--- src/rtl/ahb_lite_master_if.sv ---
// Request/response stream and AHB-Lite bus signals of the single-master initiator.
// The master modport is the initiator's view; the slave modport is the core/bus side.
interface ahb_lite_master_if #(
  parameter int DATA_WIDTH = 32,
  parameter int ADDR_WIDTH = 32
) ();
  logic                  req_valid;
  logic                  req_ready;
  logic                  req_write;
  logic [ADDR_WIDTH-1:0] req_addr;
  logic [2:0]            req_size;
  logic [DATA_WIDTH-1:0] req_wdata;

  logic                  rsp_valid;
  logic [DATA_WIDTH-1:0] rsp_rdata;
  logic                  rsp_error;

  logic [ADDR_WIDTH-1:0] haddr;
  logic [1:0]            htrans;
  logic                  hwrite;
  logic [2:0]            hsize;
  logic [2:0]            hburst;
  logic [3:0]            hprot;
  logic                  hmastlock;
  logic [DATA_WIDTH-1:0] hwdata;
  logic [DATA_WIDTH-1:0] hrdata;
  logic                  hready;
  logic                  hresp;

  modport master (
    input  req_valid, req_write, req_addr, req_size, req_wdata,
    output req_ready,
    output rsp_valid, rsp_rdata, rsp_error,
    output haddr, htrans, hwrite, hsize, hburst, hprot, hmastlock, hwdata,
    input  hrdata, hready, hresp
  );

  modport slave (
    output req_valid, req_write, req_addr, req_size, req_wdata,
    input  req_ready,
    input  rsp_valid, rsp_rdata, rsp_error,
    input  haddr, htrans, hwrite, hsize, hburst, hprot, hmastlock, hwdata,
    output hrdata, hready, hresp
  );
endinterface

--- src/rtl/ahb_lite_master.sv ---
// Pipelined AHB-Lite SINGLE-transfer initiator: address phase of request N+1 overlaps
// the data phase of request N; one in-order registered response per request.
module ahb_lite_master #(
  parameter int         DATA_WIDTH = 32,
  parameter int         ADDR_WIDTH = 32,
  parameter logic [3:0] HPROT_VAL  = 4'b0011
) (
  input logic               HCLK,
  input logic               HRESETn,
  ahb_lite_master_if.master bus
);

  typedef enum logic [1:0] {
    HTRANS_IDLE   = 2'b00,
    HTRANS_NONSEQ = 2'b10
  } htrans_e;

  typedef struct packed {
    logic [ADDR_WIDTH-1:0] addr;
    logic [2:0]            size;
    logic                  write;
    logic [DATA_WIDTH-1:0] wdata;
  } req_t;

  req_t                  req_in;
  req_t                  ap_q, ap_d;
  req_t                  hold_q, hold_d;
  logic                  ap_valid_q, ap_valid_d;
  logic                  cancel_q, cancel_d;
  logic                  hold_valid_q, hold_valid_d;
  logic                  dp_valid_q, dp_valid_d;
  logic                  dp_write_q, dp_write_d;
  logic [DATA_WIDTH-1:0] dp_wdata_q, dp_wdata_d;
  logic                  rsp_valid_q, rsp_valid_d;
  logic                  rsp_error_q, rsp_error_d;
  logic [DATA_WIDTH-1:0] rsp_rdata_q, rsp_rdata_d;

  logic                  err_first;
  logic                  ap_issued;
  logic                  accept;

  assign req_in = '{addr:  bus.req_addr,
                    size:  bus.req_size,
                    write: bus.req_write,
                    wdata: bus.req_wdata};

  // First cycle of a two-cycle ERROR response.
  assign err_first     = bus.hresp & ~bus.hready;
  assign ap_issued     = ap_valid_q & ~cancel_q;
  assign bus.req_ready = (~ap_valid_q | bus.hready) & ~hold_valid_q & ~err_first;
  assign accept        = bus.req_valid & bus.req_ready;

  always_comb begin
    // NOTE: every always_comb output gets a default first so no path leaves it unassigned (no latch).
    ap_d         = ap_q;
    ap_valid_d   = ap_valid_q;
    cancel_d     = cancel_q;
    hold_d       = hold_q;
    hold_valid_d = hold_valid_q;
    dp_valid_d   = dp_valid_q;
    dp_write_d   = dp_write_q;
    dp_wdata_d   = dp_wdata_q;
    rsp_valid_d  = 1'b0;
    rsp_error_d  = rsp_error_q;
    rsp_rdata_d  = rsp_rdata_q;

    if (bus.hready) begin
      if (dp_valid_q) begin
        rsp_valid_d = 1'b1;
        rsp_error_d = bus.hresp;
        rsp_rdata_d = dp_write_q ? '0 : bus.hrdata;
      end

      // A cancelled address phase never reaches the data phase.
      dp_valid_d = ap_issued;
      if (ap_issued) begin
        dp_write_d = ap_q.write;
        dp_wdata_d = ap_q.wdata;
      end

      cancel_d = 1'b0;
      if (hold_valid_q) begin
        ap_valid_d   = 1'b1;
        ap_d         = hold_q;
        hold_valid_d = 1'b0;
      end else if (accept) begin
        ap_valid_d = 1'b1;
        ap_d       = req_in;
      end else begin
        ap_valid_d = 1'b0;
      end
    end else begin
      if (err_first && ap_valid_q && !hold_valid_q) begin
        hold_d       = ap_q;
        hold_valid_d = 1'b1;
        cancel_d     = 1'b1;
      end
      // An empty address slot may be filled while the data phase is stalled.
      if (accept) begin
        ap_valid_d = 1'b1;
        ap_d       = req_in;
      end
    end
  end

  always_ff @(posedge HCLK or negedge HRESETn) begin
    if (!HRESETn) begin
      ap_q         <= '0;
      ap_valid_q   <= 1'b0;
      cancel_q     <= 1'b0;
      hold_q       <= '0;
      hold_valid_q <= 1'b0;
      dp_valid_q   <= 1'b0;
      dp_write_q   <= 1'b0;
      dp_wdata_q   <= '0;
      rsp_valid_q  <= 1'b0;
      rsp_error_q  <= 1'b0;
      rsp_rdata_q  <= '0;
    end else begin
      // NOTE: non-blocking assignments so every flop samples pre-edge values.
      ap_q         <= ap_d;
      ap_valid_q   <= ap_valid_d;
      cancel_q     <= cancel_d;
      hold_q       <= hold_d;
      hold_valid_q <= hold_valid_d;
      dp_valid_q   <= dp_valid_d;
      dp_write_q   <= dp_write_d;
      dp_wdata_q   <= dp_wdata_d;
      rsp_valid_q  <= rsp_valid_d;
      rsp_error_q  <= rsp_error_d;
      rsp_rdata_q  <= rsp_rdata_d;
    end
  end

  assign bus.htrans    = ap_issued ? HTRANS_NONSEQ : HTRANS_IDLE;
  assign bus.haddr     = ap_q.addr;
  assign bus.hwrite    = ap_q.write;
  assign bus.hsize     = ap_q.size;
  assign bus.hburst    = 3'b000;
  assign bus.hprot     = HPROT_VAL;
  assign bus.hmastlock = 1'b0;
  assign bus.hwdata    = dp_valid_q ? dp_wdata_q : '0;

  assign bus.rsp_valid = rsp_valid_q;
  assign bus.rsp_error = rsp_error_q;
  assign bus.rsp_rdata = rsp_rdata_q;

endmodule
--- src/flat_wrapper.sv ---
// flat-port wrapper written by rule: the top's interface ports become plain ports
module ahb_lite_master_flat 
#(
  parameter int         DATA_WIDTH = 32,
  parameter int         ADDR_WIDTH = 32,
  parameter logic [3:0] HPROT_VAL  = 4'b0011
)
  (HCLK, HRESETn, bus_req_valid, bus_req_write, bus_req_addr, bus_req_size, bus_req_wdata, bus_req_ready, bus_rsp_valid, bus_rsp_rdata, bus_rsp_error, bus_haddr, bus_htrans, bus_hwrite, bus_hsize, bus_hburst, bus_hprot, bus_hmastlock, bus_hwdata, bus_hrdata, bus_hready, bus_hresp);
  ahb_lite_master_if #(.DATA_WIDTH(DATA_WIDTH), .ADDR_WIDTH(ADDR_WIDTH)) bus_i ();
  input logic HCLK;
  input logic HRESETn;
  input wire logic [$bits(bus_i.req_valid)-1:0] bus_req_valid;
  input wire logic [$bits(bus_i.req_write)-1:0] bus_req_write;
  input wire logic [$bits(bus_i.req_addr)-1:0] bus_req_addr;
  input wire logic [$bits(bus_i.req_size)-1:0] bus_req_size;
  input wire logic [$bits(bus_i.req_wdata)-1:0] bus_req_wdata;
  output wire logic [$bits(bus_i.req_ready)-1:0] bus_req_ready;
  output wire logic [$bits(bus_i.rsp_valid)-1:0] bus_rsp_valid;
  output wire logic [$bits(bus_i.rsp_rdata)-1:0] bus_rsp_rdata;
  output wire logic [$bits(bus_i.rsp_error)-1:0] bus_rsp_error;
  output wire logic [$bits(bus_i.haddr)-1:0] bus_haddr;
  output wire logic [$bits(bus_i.htrans)-1:0] bus_htrans;
  output wire logic [$bits(bus_i.hwrite)-1:0] bus_hwrite;
  output wire logic [$bits(bus_i.hsize)-1:0] bus_hsize;
  output wire logic [$bits(bus_i.hburst)-1:0] bus_hburst;
  output wire logic [$bits(bus_i.hprot)-1:0] bus_hprot;
  output wire logic [$bits(bus_i.hmastlock)-1:0] bus_hmastlock;
  output wire logic [$bits(bus_i.hwdata)-1:0] bus_hwdata;
  input wire logic [$bits(bus_i.hrdata)-1:0] bus_hrdata;
  input wire logic [$bits(bus_i.hready)-1:0] bus_hready;
  input wire logic [$bits(bus_i.hresp)-1:0] bus_hresp;
  assign bus_i.req_valid = bus_req_valid;
  assign bus_i.req_write = bus_req_write;
  assign bus_i.req_addr = bus_req_addr;
  assign bus_i.req_size = bus_req_size;
  assign bus_i.req_wdata = bus_req_wdata;
  assign bus_req_ready = bus_i.req_ready;
  assign bus_rsp_valid = bus_i.rsp_valid;
  assign bus_rsp_rdata = bus_i.rsp_rdata;
  assign bus_rsp_error = bus_i.rsp_error;
  assign bus_haddr = bus_i.haddr;
  assign bus_htrans = bus_i.htrans;
  assign bus_hwrite = bus_i.hwrite;
  assign bus_hsize = bus_i.hsize;
  assign bus_hburst = bus_i.hburst;
  assign bus_hprot = bus_i.hprot;
  assign bus_hmastlock = bus_i.hmastlock;
  assign bus_hwdata = bus_i.hwdata;
  assign bus_i.hrdata = bus_hrdata;
  assign bus_i.hready = bus_hready;
  assign bus_i.hresp = bus_hresp;
  ahb_lite_master #(.DATA_WIDTH(DATA_WIDTH), .ADDR_WIDTH(ADDR_WIDTH), .HPROT_VAL(HPROT_VAL)) u_core (.HCLK(HCLK), .HRESETn(HRESETn), .bus(bus_i));
endmodule
--- config.mk ---
export PLATFORM = sky130hd
export DESIGN_NAME = ahb_lite_master_flat
export DESIGN_NICKNAME = d
export VERILOG_FILES = /design/src/rtl/ahb_lite_master_if.sv /design/src/rtl/ahb_lite_master.sv /design/src/flat_wrapper.sv
export SDC_FILE = /design/constraint.sdc
export NUM_CORES = 1
export LEC_CHECK = 0
export BUFFER_PORTS_ARGS = -buffer_cell sky130_fd_sc_hd__clkbuf_2
export CORE_ASPECT_RATIO = 1.1
export CORE_MARGIN = 3
export CORE_UTILIZATION = 40
export DETAILED_ROUTE_END_ITERATION = 8
export HOLD_SLACK_MARGIN = 0.03
export PLACE_DENSITY = 0.7
export SLEW_MARGIN = 40
export SYNTH_ARGS = -nofsm -noshare
export SYNTH_HDL_FRONTEND = slang
export SYNTH_SLANG_ARGS = --single-unit
--- constraint.sdc ---
create_clock -name HCLK -period 1.9 [get_ports HCLK]
set_clock_uncertainty 0.1 [all_clocks]
set_input_delay 0.38 -clock HCLK [delete_from_list [all_inputs] [get_ports HCLK]]
set_output_delay 0.38 -clock HCLK [all_outputs]
set_load 0.01 [all_outputs]
* Word-level counts from Yosys, hierarchy flattened
Cells that the tools add are included.
Storage, ports and cells: register bits 206, bits of input ports 105, output and inout bits 113, logic and storage cells 48
Operators by class: multiplexer cells 14, bitwise gates (word level) 10, reduce and logical (&&, ||, !) cells 8
Operators by type and width (number):
- $mux 68 | 3
- $mux 32 | 2
- $mux 1 | 8
- $reduce_and 2->1 | 3
- $and 1x1->1 | 5
- $not 1->1 | 4
- $reduce_bool 2->1 | 2
- $logic_and 1x1->1 | 2
- $mux 2 | 1
- $logic_not 1->1 | 1
- $or 1x1->1 | 1

* Longest topological paths before layout
Gate-level depths: netlist of the first run.
depth after elaboration 8, mapped depth 7, gate-level depth less buffers 3

* Worst setup path before layout of the first run
OpenSTA, ideal clock, no wires.
kind register -> output, start point reg u_core.ap_valid_q, end point out bus_req_ready, arrival 1.200 ns, data required time 1.420 ns, slack 0.220 ns, cell stages (with the launch flop) 5, path buffers 2, cells stage by stage dfrtp_1 o21bai_4 buf_2 buf_2 nor2b_1
On the way: longest elaborated chain between the ends 4
Ends and longest elaborated chain:
- start: declaration | RTL line ahb_lite_master.sv:28 | logic ap_valid_q, ap_valid_d;
- start signal: assignment | RTL line ahb_lite_master.sv:122 | ap_valid_q <= ap_valid_d;
- $not 1->1 | RTL line ahb_lite_master.sv:50 | assign bus.req_ready = (~ap_valid_q | bus.hready) & ~hold_valid_q & ~err_first;
- $or 1x1->1 | RTL line ahb_lite_master.sv:50
- $and 1x1->1 (2 in series) | RTL line ahb_lite_master.sv:50
- end: declaration | RTL line flat_wrapper.sv:17 | output wire logic [$bits(bus_i.req_ready)-1:0] bus_req_ready;
No other way between the ends.

* Worst setup path after layout of the first run
start point reg u_core.dp_valid_q, end point out bus_hwdata[29]
On the way: longest elaborated chain between the ends 1
Ends and longest elaborated chain:
- start: declaration | RTL line ahb_lite_master.sv:31 | logic dp_valid_q, dp_valid_d;
- start signal: assignment | RTL line ahb_lite_master.sv:126 | dp_valid_q <= dp_valid_d;
- $mux 32 | RTL line ahb_lite_master.sv:142 | assign bus.hwdata = dp_valid_q ? dp_wdata_q : '0;
- end: declaration | RTL line flat_wrapper.sv:28 | output wire logic [$bits(bus_i.hwdata)-1:0] bus_hwdata;
No other way between the ends.

==> results of run 1 <==
layer usage:
| layer | wire length (um) | share of wire (%) | GRT usage (%) | vias up |
|---|---|---|---|---|
| met4 | 449 | 1.9 | 4.34 | 0 |
| met5 | 0 | 0 | 0 | - |
| met1 | 10300 | 43 | 23.7 | 3509 |
| li1 | - | - | - | 3207 |
| met3 | 1540 | 6.4 | 4.01 | 34 |
| met2 | 11900 | 49 | 31.9 | 211 |
power breakdown:
group | internal, uW | leakage, uW | switching (uW)
Sequential | 6250 | 0.00256 | 1230
Combinational | 2480 | 0.00254 | 2140
Clock | 2890 | 0.000389 | 1730
Total | 11600 | 0.00550 | 5090
cells by family (layout without fill, tap and decap cells):
group / count (synthesis) / count (layout) / share of synthesized area (%)
simple gates: 308 / 308 / 17.7
flops: 206 / 206 / 54.4
buf+inv: 118 / 306 / 7.36
compound gates: 104 / 104 / 8.02
mux: 102 / 102 / 12.5
other cells: 2 / 9 / 0.0792
critical path, cell delays in order (launching register included):
cell and delay (ps):
dfrtp_2 470, clkbuf_4 200, and2_1 150, clkbuf_2 120
registers in the layout, indices dropped and copies added (netlist names):
| signal | flops |
|---|---|
| u_core.ap_q | 32 |
| u_core.ap_valid_q | 1 |
| u_core.bus.haddr | 32 |
| u_core.bus.hsize | 3 |
| u_core.bus.hwrite | 1 |
| u_core.bus.rsp_error | 1 |
| u_core.bus.rsp_rdata | 32 |
| u_core.bus.rsp_valid | 1 |
| u_core.cancel_q | 1 |
| u_core.dp_valid_q | 1 |
| u_core.dp_wdata_q | 32 |
| u_core.dp_write_q | 1 |
| u_core.hold_q | 68 |
layout make-up:
cell class                      count  area (um2)  share of cell area [%]
Sequential cell                   206        5160                    43.9
Timing Repair Buffer              263        1720                    14.7
Tap cell                          300         375                    3.19
Multi-Input combinational cell    523        3690                    31.4
Clock inverter                      6         108                   0.915
Clock buffer                       34         687                    5.84
Inverter                            3        11.3                  0.0958
cell usage after synthesis:
cell	number	area (um2)
dfrtp_1	206	5150
a211o_1	1	8.76
and3b_1	1	8.76
inv_2	1	3.75
nand2_1	171	642
mux2_4	9	135
nor2b_4	1	13.8
buf_1	1	3.75
nand2b_1	32	200
clkbuf_1	41	154
and2_1	33	206
o211ai_1	58	435
nand4b_1	68	596
clkbuf_2	1	5.00
buf_12	1	20.0
and3_1	1	6.26
buf_2	16	80.1
conb_1	2	7.51
buf_6	3	33.8
mux2_2	93	1050
inv_1	2	7.51
o21ai_0	33	165
o21bai_4	1	18.8
nor2b_1	1	6.26
o211ai_2	10	125
a21o_1	1	7.51
buf_4	52	390
stage by stage:
stage | setup WS [ps] | hold WS [ps] | cell area (um2)
2_1_floorplan | 220 | -15.6 | 9510
3_3_place_gp | 191 | 258 | 10600
5_1_grt | -67.2 | 35.6 | 11800
3_5_place_dp | 152 | 262 | 10600
4_1_cts | -3.08 | 32.4 | 11700
6_report | -9.58 | 46.0 | 11800
how the worst max path moves through the flow:
stage / from / depth (start not counted) / to / slack, ps
final: u_core.dp_valid_q / 3 / bus_hwdata[29] / -10
after global routing: u_core.dp_valid_q / 3 / bus_hwdata[7] / -70
after CTS: u_core.cancel_q / 3 / bus_req_ready / -3
after detailed placement: bus_hready / 5 / u_core.hold_q[63] / 150
after global placement: bus_hready / 5 / u_core.hold_q[7] / 190
after floorplan: u_core.ap_valid_q / 4 / bus_req_ready / 220
what timing repair did:
item                       4_1_cts  5_1_grt
buffers inserted                 4        0
cloned                           0        1
hold buffers                    21        0
pin swaps                        1        0
gates resized for setup          9       24
hold endpoints to repair        58        0
setup endpoints to repair       33       34
==> flow_summary.toml, run 1 <==
[route]
firstDrtPassIters = 4
ant_nets = 0
drt_wl_total_um = 24100
wl_per_cell_um = 18.1
drtIter0Drc = 275
viasPerCell = 5.21
vias = 6961
drc = 0

[clock_network]
insertion_delay_ps = 490
clockBufferDepth = 3
cts_tree = "yes"
htreeDepth = 1
cts_root_buffer = "clkbuf_16"
numClockSinks = 206
cts_buffers = 22
path_clk_slew_ps = 60

[placement]
gp_congestion = 0.766
port_buffers = 208
dp_cells = 1269
dp_hpwl_um = 15600

[setup_path]
regToRegSetupSlack_ps = 70
crit_fanout = 6
criticalPathCategory = "reg -> out"
cp.arrival_ps = 1430
cp.required_ps = 1420
start_kind = "flop"
r2r-start = "u_core.cancel_q"
reg2reg_to = "u_core.hold_q[63]"
r2r_cells = 5
endpoint_kind = "output pin"

[power_and_ir_drop]
p_per_area_nw_per_um2 = 1420
peakVddDrop_mv = 0.553
p_leak_uw = 0.00550
total_power_uw = 16700

[timing]
tightest_slew_ps = 514
max_freq_mhz = 524
rsz0062_at_grt = "true"
slew_viol_final = 0
finalCritPeriodShare_pct = 101
worst_slack_ps = -9.58
period_needed_ps = 1910
setup_viol = 6
hold_viol_final = 0
max_slew_margin_pct = 65.7
setup-tns-final_ps = -22.7

[grt]
grt_pass1_wl_um = 39100
grtUsageTotal_pct = 18.4
grt.overflow.total = 0
grt_max_degree = 52
antenna_found_initial = 0
grt_pass1_vias = 7392

[die]
die_height_um = 167
pin_count = 218
initial_utilization_pct = 41.1
core_area_um2 = 23100
dieArea_um2 = 25600
fp-row-count = 58
dieWidth_um = 153

[finish]
drive_gt1_share_pct = 39.5
num-fill-cells = 2044
nets = 1124
layout_commonest_cell = "dfrtp_1"
final_core_util_pct = 50.9
final_cell_mix = "203 x dfrtp_1, 197 x clkbuf_2, 168 x nand2_1, 93 x mux2_2, 68 x nand4b_1"
area_growth_pct = 24.0
final_cells = 1335
antennaDiodeCount = 0

[hold_path]
hold_class = "in -> reg"
whs_path_depth = 3
min_from = "bus_hrdata[4]"
hold-path-endpoint = "u_core.bus.rsp_rdata[4]"

[synthesis]
synth_area_um2 = 9480
ys_ff_latch = 206
synthCells = 840
yosysSeqAreaShare_pct = 54.4
ys_types = 27
syn_area_per_cell_um2 = 11.3
ys_warn_count = 0

[flow_run]
max_cap_viol_count = 0

[status]
status = "complete, but fails checks"
violations = "negative setup slack"
(Power assumes the default switching activity.)
==> inputs of run 2 (changes only) <==
PLACE_DENSITY = default   (was 0.7)
==> run 2 against run 1 <==
- via count fell by 1.7%
- non-clock buffer count rose by 2
- sequential share of layout area rose by 0.28 points
- combinational power fell by 2%
- sequential power fell by 0.5%
- largest cell class unchanged
- cell count rose by 0.22%
- wire length rose by 0.42%
- clock power fell by 6.7%
- the run now ends clean
- global-route usage rose by 0.31 points
- highest routed layer unchanged
- first-iteration DRC count rose by 34%
- final area fell by 0.63%
==> flow_summary.toml, run 2 (synthesized netlist as in run 1, its figures left out) <==
[route]
drtIter0Drc = 369
drc = 0
vias = 6846
firstDrtPassIters = 4
drt_wl_total_um = 24200
wl_per_cell_um = 18.1
ant_nets = 0
viasPerCell = 5.12

[clock_network]
insertion_delay_ps = 500
cts_tree = "yes"
htreeDepth = 1
cts_buffers = 23
path_clk_slew_ps = 70
clockBufferDepth = 3
cts_root_buffer = "clkbuf_16"
numClockSinks = 206

[finish]
area_growth_pct = 23.2
largest_register_ffs = 68
final_area_um2 = 11700
final_cells = 1338
top_register = "u_core.hold_q"
layout_commonest_cell = "clkbuf_2"
nets = 1127
drive_gt1_share_pct = 39.1
final_cell_mix = "204 x clkbuf_2, 203 x dfrtp_1, 168 x nand2_1, 93 x mux2_2, 68 x nand4b_1"
antennaDiodeCount = 0

[setup_path]
endpoint_kind = "output pin"
cp.arrival_ps = 1390
cp.required_ps = 1420
crit_fanout = 29
criticalPathCategory = "reg -> out"
start_kind = "flop"

[die]
initial_utilization_pct = 41.1
core_area_um2 = 23100
dieWidth_um = 153
pin_count = 218
fp-row-count = 58
dieArea_um2 = 25600
die_height_um = 167

[power_and_ir_drop]
p_leak_uw = 0.00546
p_per_area_nw_per_um2 = 1400
peakVddDrop_mv = 0.730

[timing]
period_needed_ps = 1870
rsz0062_at_grt = "true"
setup_viol = 0
worst_hold_slack_ps = 46.1
max_freq_mhz = 536
slew_viol_final = 0
finalCritPeriodShare_pct = 98.2
setup-tns-final_ps = 0
hold_viol_final = 0

[placement]
dp_hpwl_um = 15500
dp_cells = 1267
port_buffers = 208
place_area_um2 = 10600
gp_congestion = 0.740

[grt]
grt_max_degree = 52
grt.overflow.total = 0
antenna_found_initial = 0
grt_pass1_vias = 7243
grt_pass1_wl_um = 39600
grtUsageTotal_pct = 18.7

[flow_run]
max_cap_viol_count = 0

[status]
status = "complete, no violations"

[hold_path]
hold_class = "in -> reg"
-- run 2: cell count changes in the layout (fill, tap and decap cells not counted) --
cell,change
clkbuf_2,+7
clkbuf_8,-2
and2_1,+2
and2_4,-2
bufinv_16,-2
clkbuf_4,-1
dlygate4sd3_1,+4
buf_6,-5
buf_2,-2
clkinv_2,+5
buf_4,-1
-- run 2: worst max-delay path: stages (launching register included) --
cell and delay, ps:
dfrtp_2 440, buf_12 170, and2_1 140, clkbuf_2 140
-- run 2: cell type report --
cell class                 instances  area, um2
fill                            2105      11400
sequential                       206       5160
clock inverter                     9       72.6
multi-input combinational        523       3690
tap                              300        375
timing repair buffer             265       1720
inverter                           3       11.3
clock buffer                      32        659
-- run 2: path summary, 6_finish.rpt --
| kind | from | endpoint | slack (ps) | cells past startpoint |
|---|---|---|---|---|
| hold reg to reg | u_core.bus.rsp_rdata[2] | u_core.bus.rsp_rdata[2] | 380 | 2 |
| hold / removal | bus_hrdata[2] | u_core.bus.rsp_rdata[2] | 50 | 3 |
| min in group asynchronous | HRESETn | u_core.bus.rsp_rdata[26] | 270 | 2 |
| setup / recovery | u_core.dp_valid_q | bus_hwdata[5] | 30 | 3 |
| setup reg to reg | u_core.cancel_q | u_core.hold_q[31] | 160 | 5 |
| max in group asynchronous | HRESETn | u_core.dp_wdata_q[25] | 840 | 3 |
-- run 2: report_power, final --
part | internal, uW | switching (uW)
clock | 2550 | 1760
combinational | 2440 | 2110
sequential | 6250 | 1190
total | 11200 | 5060
-- run 2: per-layer routing --
layer / share of wire, % / up-vias / GRT usage [%] / wire [um]
li1: - / 3223 / - / -
met1: 45 / 3373 / 25.2 / 10900
met2: 48 / 213 / 31.4 / 11500
met3: 5.8 / 37 / 3.57 / 1410
met4: 1.8 / 0 / 4.57 / 433
met5: 0 / - / 0 / 0
-- run 2: through the flow --
stage	setup slack (ps)	total power, uW	util (%)
global route	-54.7	17400	50.6
global placement	241	11800	46.1
detailed placement	214	12000	46.1
floorplan	220	10500	-
finish	33.9	16300	50.6
CTS	-37.4	16500	50.5
-- run 2: what timing repair did --
item                       in CTS  in global routing
hold buffers                   25                  0
resized for setup               4                  9
pin swaps                       1                  0
buffers inserted                4                  1
hold endpoints to repair      122                  0
setup endpoints to repair      30                 32
==> inputs of run 3 (changes only) <==
CAP_MARGIN = 20   (was default)
PLACE_DENSITY = 0.64   (was default)
clock period = 2 ns   (was 1.9 ns; I/O delays follow)
==> run 3 against run 2 <==
- clock power fell by 11%
- sequential power down 5.2%
- register-to-register slack improved by 80 ps
- critical path depth rose by 1
- cell count is 1.3% lower
- combinational power decreased by 5.9%
- power shrank 7.0%
- clock-buffer cell count fell by 1
- via count decreased by 0.67%
- critical path type unchanged
- largest cell class unchanged
- highest routed layer is now met5
==> flow_summary.toml, run 3 (synthesized netlist as in run 1, its figures left out) <==
[finish]
largest_register_ffs = 68
regArea_um2 = 5160
area_growth_pct = 20.9
drive_gt1_share_pct = 39.3
final_area_um2 = 11500
layout_commonest_cell = "clkbuf_2"
num-fill-cells = 2123
multi_input_area_um2 = 3680
nets = 1111
final_cell_mix = "206 x clkbuf_2, 204 x dfrtp_1, 168 x nand2_1, 93 x mux2_2, 68 x nand4b_1"
top_register = "u_core.hold_q"

[power_and_ir_drop]
peakVddDrop_mv = 0.555
p_leak_uw = 0.00538
total_power_uw = 15200
p_per_area_nw_per_um2 = 1320

[setup_path]
slowest_stage = "dfrtp_1"
start_kind = "flop"
cp_cell_sequence = "o21bai_4 > buf_6 > nor2b_4 > buf_2"
cp.arrival_ps = 1450
cp.required_ps = 1500
r2r-start = "u_core.ap_valid_q"
reg2reg_to = "u_core.hold_q[66]"
regToRegSetupSlack_ps = 240
crit_path_start = "u_core.ap_valid_q"
crit_fanout = 3
cpPeakStageDelay_ps = 420
endpoint_kind = "output pin"
criticalPathCategory = "reg -> out"
r2r_cells = 4

[hold_path]
min_from = "bus_hrdata[26]"
whs_path_depth = 3
hold_class = "in -> reg"
hold-path-endpoint = "u_core.bus.rsp_rdata[26]"

[timing]
slew_viol_final = 0
finalCritPeriodShare_pct = 97.4
hold_viol_final = 0
setup-tns-final_ps = 0
max_slew_margin_pct = 47.1
tightest_slew_ps = 793
period_needed_ps = 1950
worst_slack_ps = 51.7
max_freq_mhz = 513
setup_viol = 0
rsz0062_at_grt = "false"

[clock_network]
cts_tree = "yes"
clockBufferDepth = 3
path_clk_slew_ps = 60
insertion_delay_ps = 500
cts_buffers = 22
htreeDepth = 1
numClockSinks = 206
cts_root_buffer = "clkbuf_16"

[route]
vias = 6800
drc = 0
wl_per_cell_um = 17.9
viasPerCell = 5.15
drt_wl_total_um = 23600
ant_nets = 0
firstDrtPassIters = 5
drtIter0Drc = 319

[die]
core_area_um2 = 23100
pin_count = 218
fp-row-count = 58
dieArea_um2 = 25600
initial_utilization_pct = 41.1
dieWidth_um = 153
die_height_um = 167

[placement]
gp_congestion = 0.797
pre_cts_slack_ps = 158
place_area_um2 = 10700
dp_hpwl_um = 15400
port_buffers = 208

[grt]
grtUsageTotal_pct = 18.0
grt.overflow.total = 0
grt_max_degree = 69
grt_pass1_wl_um = 38100
antenna_found_initial = 3
grt_pass1_vias = 7077

[status]
status = "complete, no violations"

[flow_run]
max_cap_viol_count = 0
-- run 3: worst max path at each step --
| stage | cells after the start | slack (ps) | end |
|---|---|---|---|
| 2_1_floorplan | 4 | 300 | bus_req_ready |
| 3_3_place_gp | 5 | 200 | u_core.hold_q[46] |
| 3_5_place_dp | 5 | 160 | u_core.hold_q[66] |
| 4_1_cts | 4 | 20 | bus_req_ready |
| 5_1_grt | 4 | 5 | bus_req_ready |
| 6_report | 4 | 50 | bus_req_ready |
-- run 3: routing by layer --
| layer | GRT usage, % | up-vias | routed length, um |
|---|---|---|---|
| li1 | - | 3176 | - |
| met1 | 24.7 | 3395 | 10500 |
| met2 | 29.9 | 189 | 11400 |
| met3 | 2.87 | 38 | 1270 |
| met4 | 5.08 | 2 | 520 |
| met5 | 0 | - | 7 |
-- run 3: critical path: cells and delay by family (launching register included) --
family | cells | cell delay, ps
AOI/OAI and AO/OA | 1 | 150
and+or+nand+nor | 1 | 120
buffers and inverters | 2 | 250
DFF | 1 | 420
-- run 3: final cells by class --
type	count	share of cell area [%]
clock buffer	31	5.54
sequential	206	45.0
timing repair buffer	250	13.7
multi-input combinational	523	32.1
clock inverter	6	0.295
antenna	2	0.0436
inverter	3	0.0982
tap	300	3.27
-- run 3: metrics by stage --
stage	util (%)	hold WS [ps]	instances
after floorplan	-	4.41	847
after global routing	49.7	38.0	1321
after global placement	46.4	269	1273
after detailed placement	46.4	265	1273
final	49.7	51.9	1321
after CTS	49.7	30.4	1319
-- run 3: power by group --
group | total [uW] | switching [uW] | internal (uW)
Sequential | 7050 | 1110 | 5940
Clock | 3840 | 1630 | 2210
Combinational | 4280 | 2000 | 2290
Total | 15200 | 4740 | 10400
-- run 3: repair_timing --
item,in CTS,in global routing
setup buffers,3,0
resized for setup,3,1
hold buffers,6,0
hold endpoints to repair,39,0
pin swaps,1,0
setup endpoints to repair,28,1
gates cloned,0,0
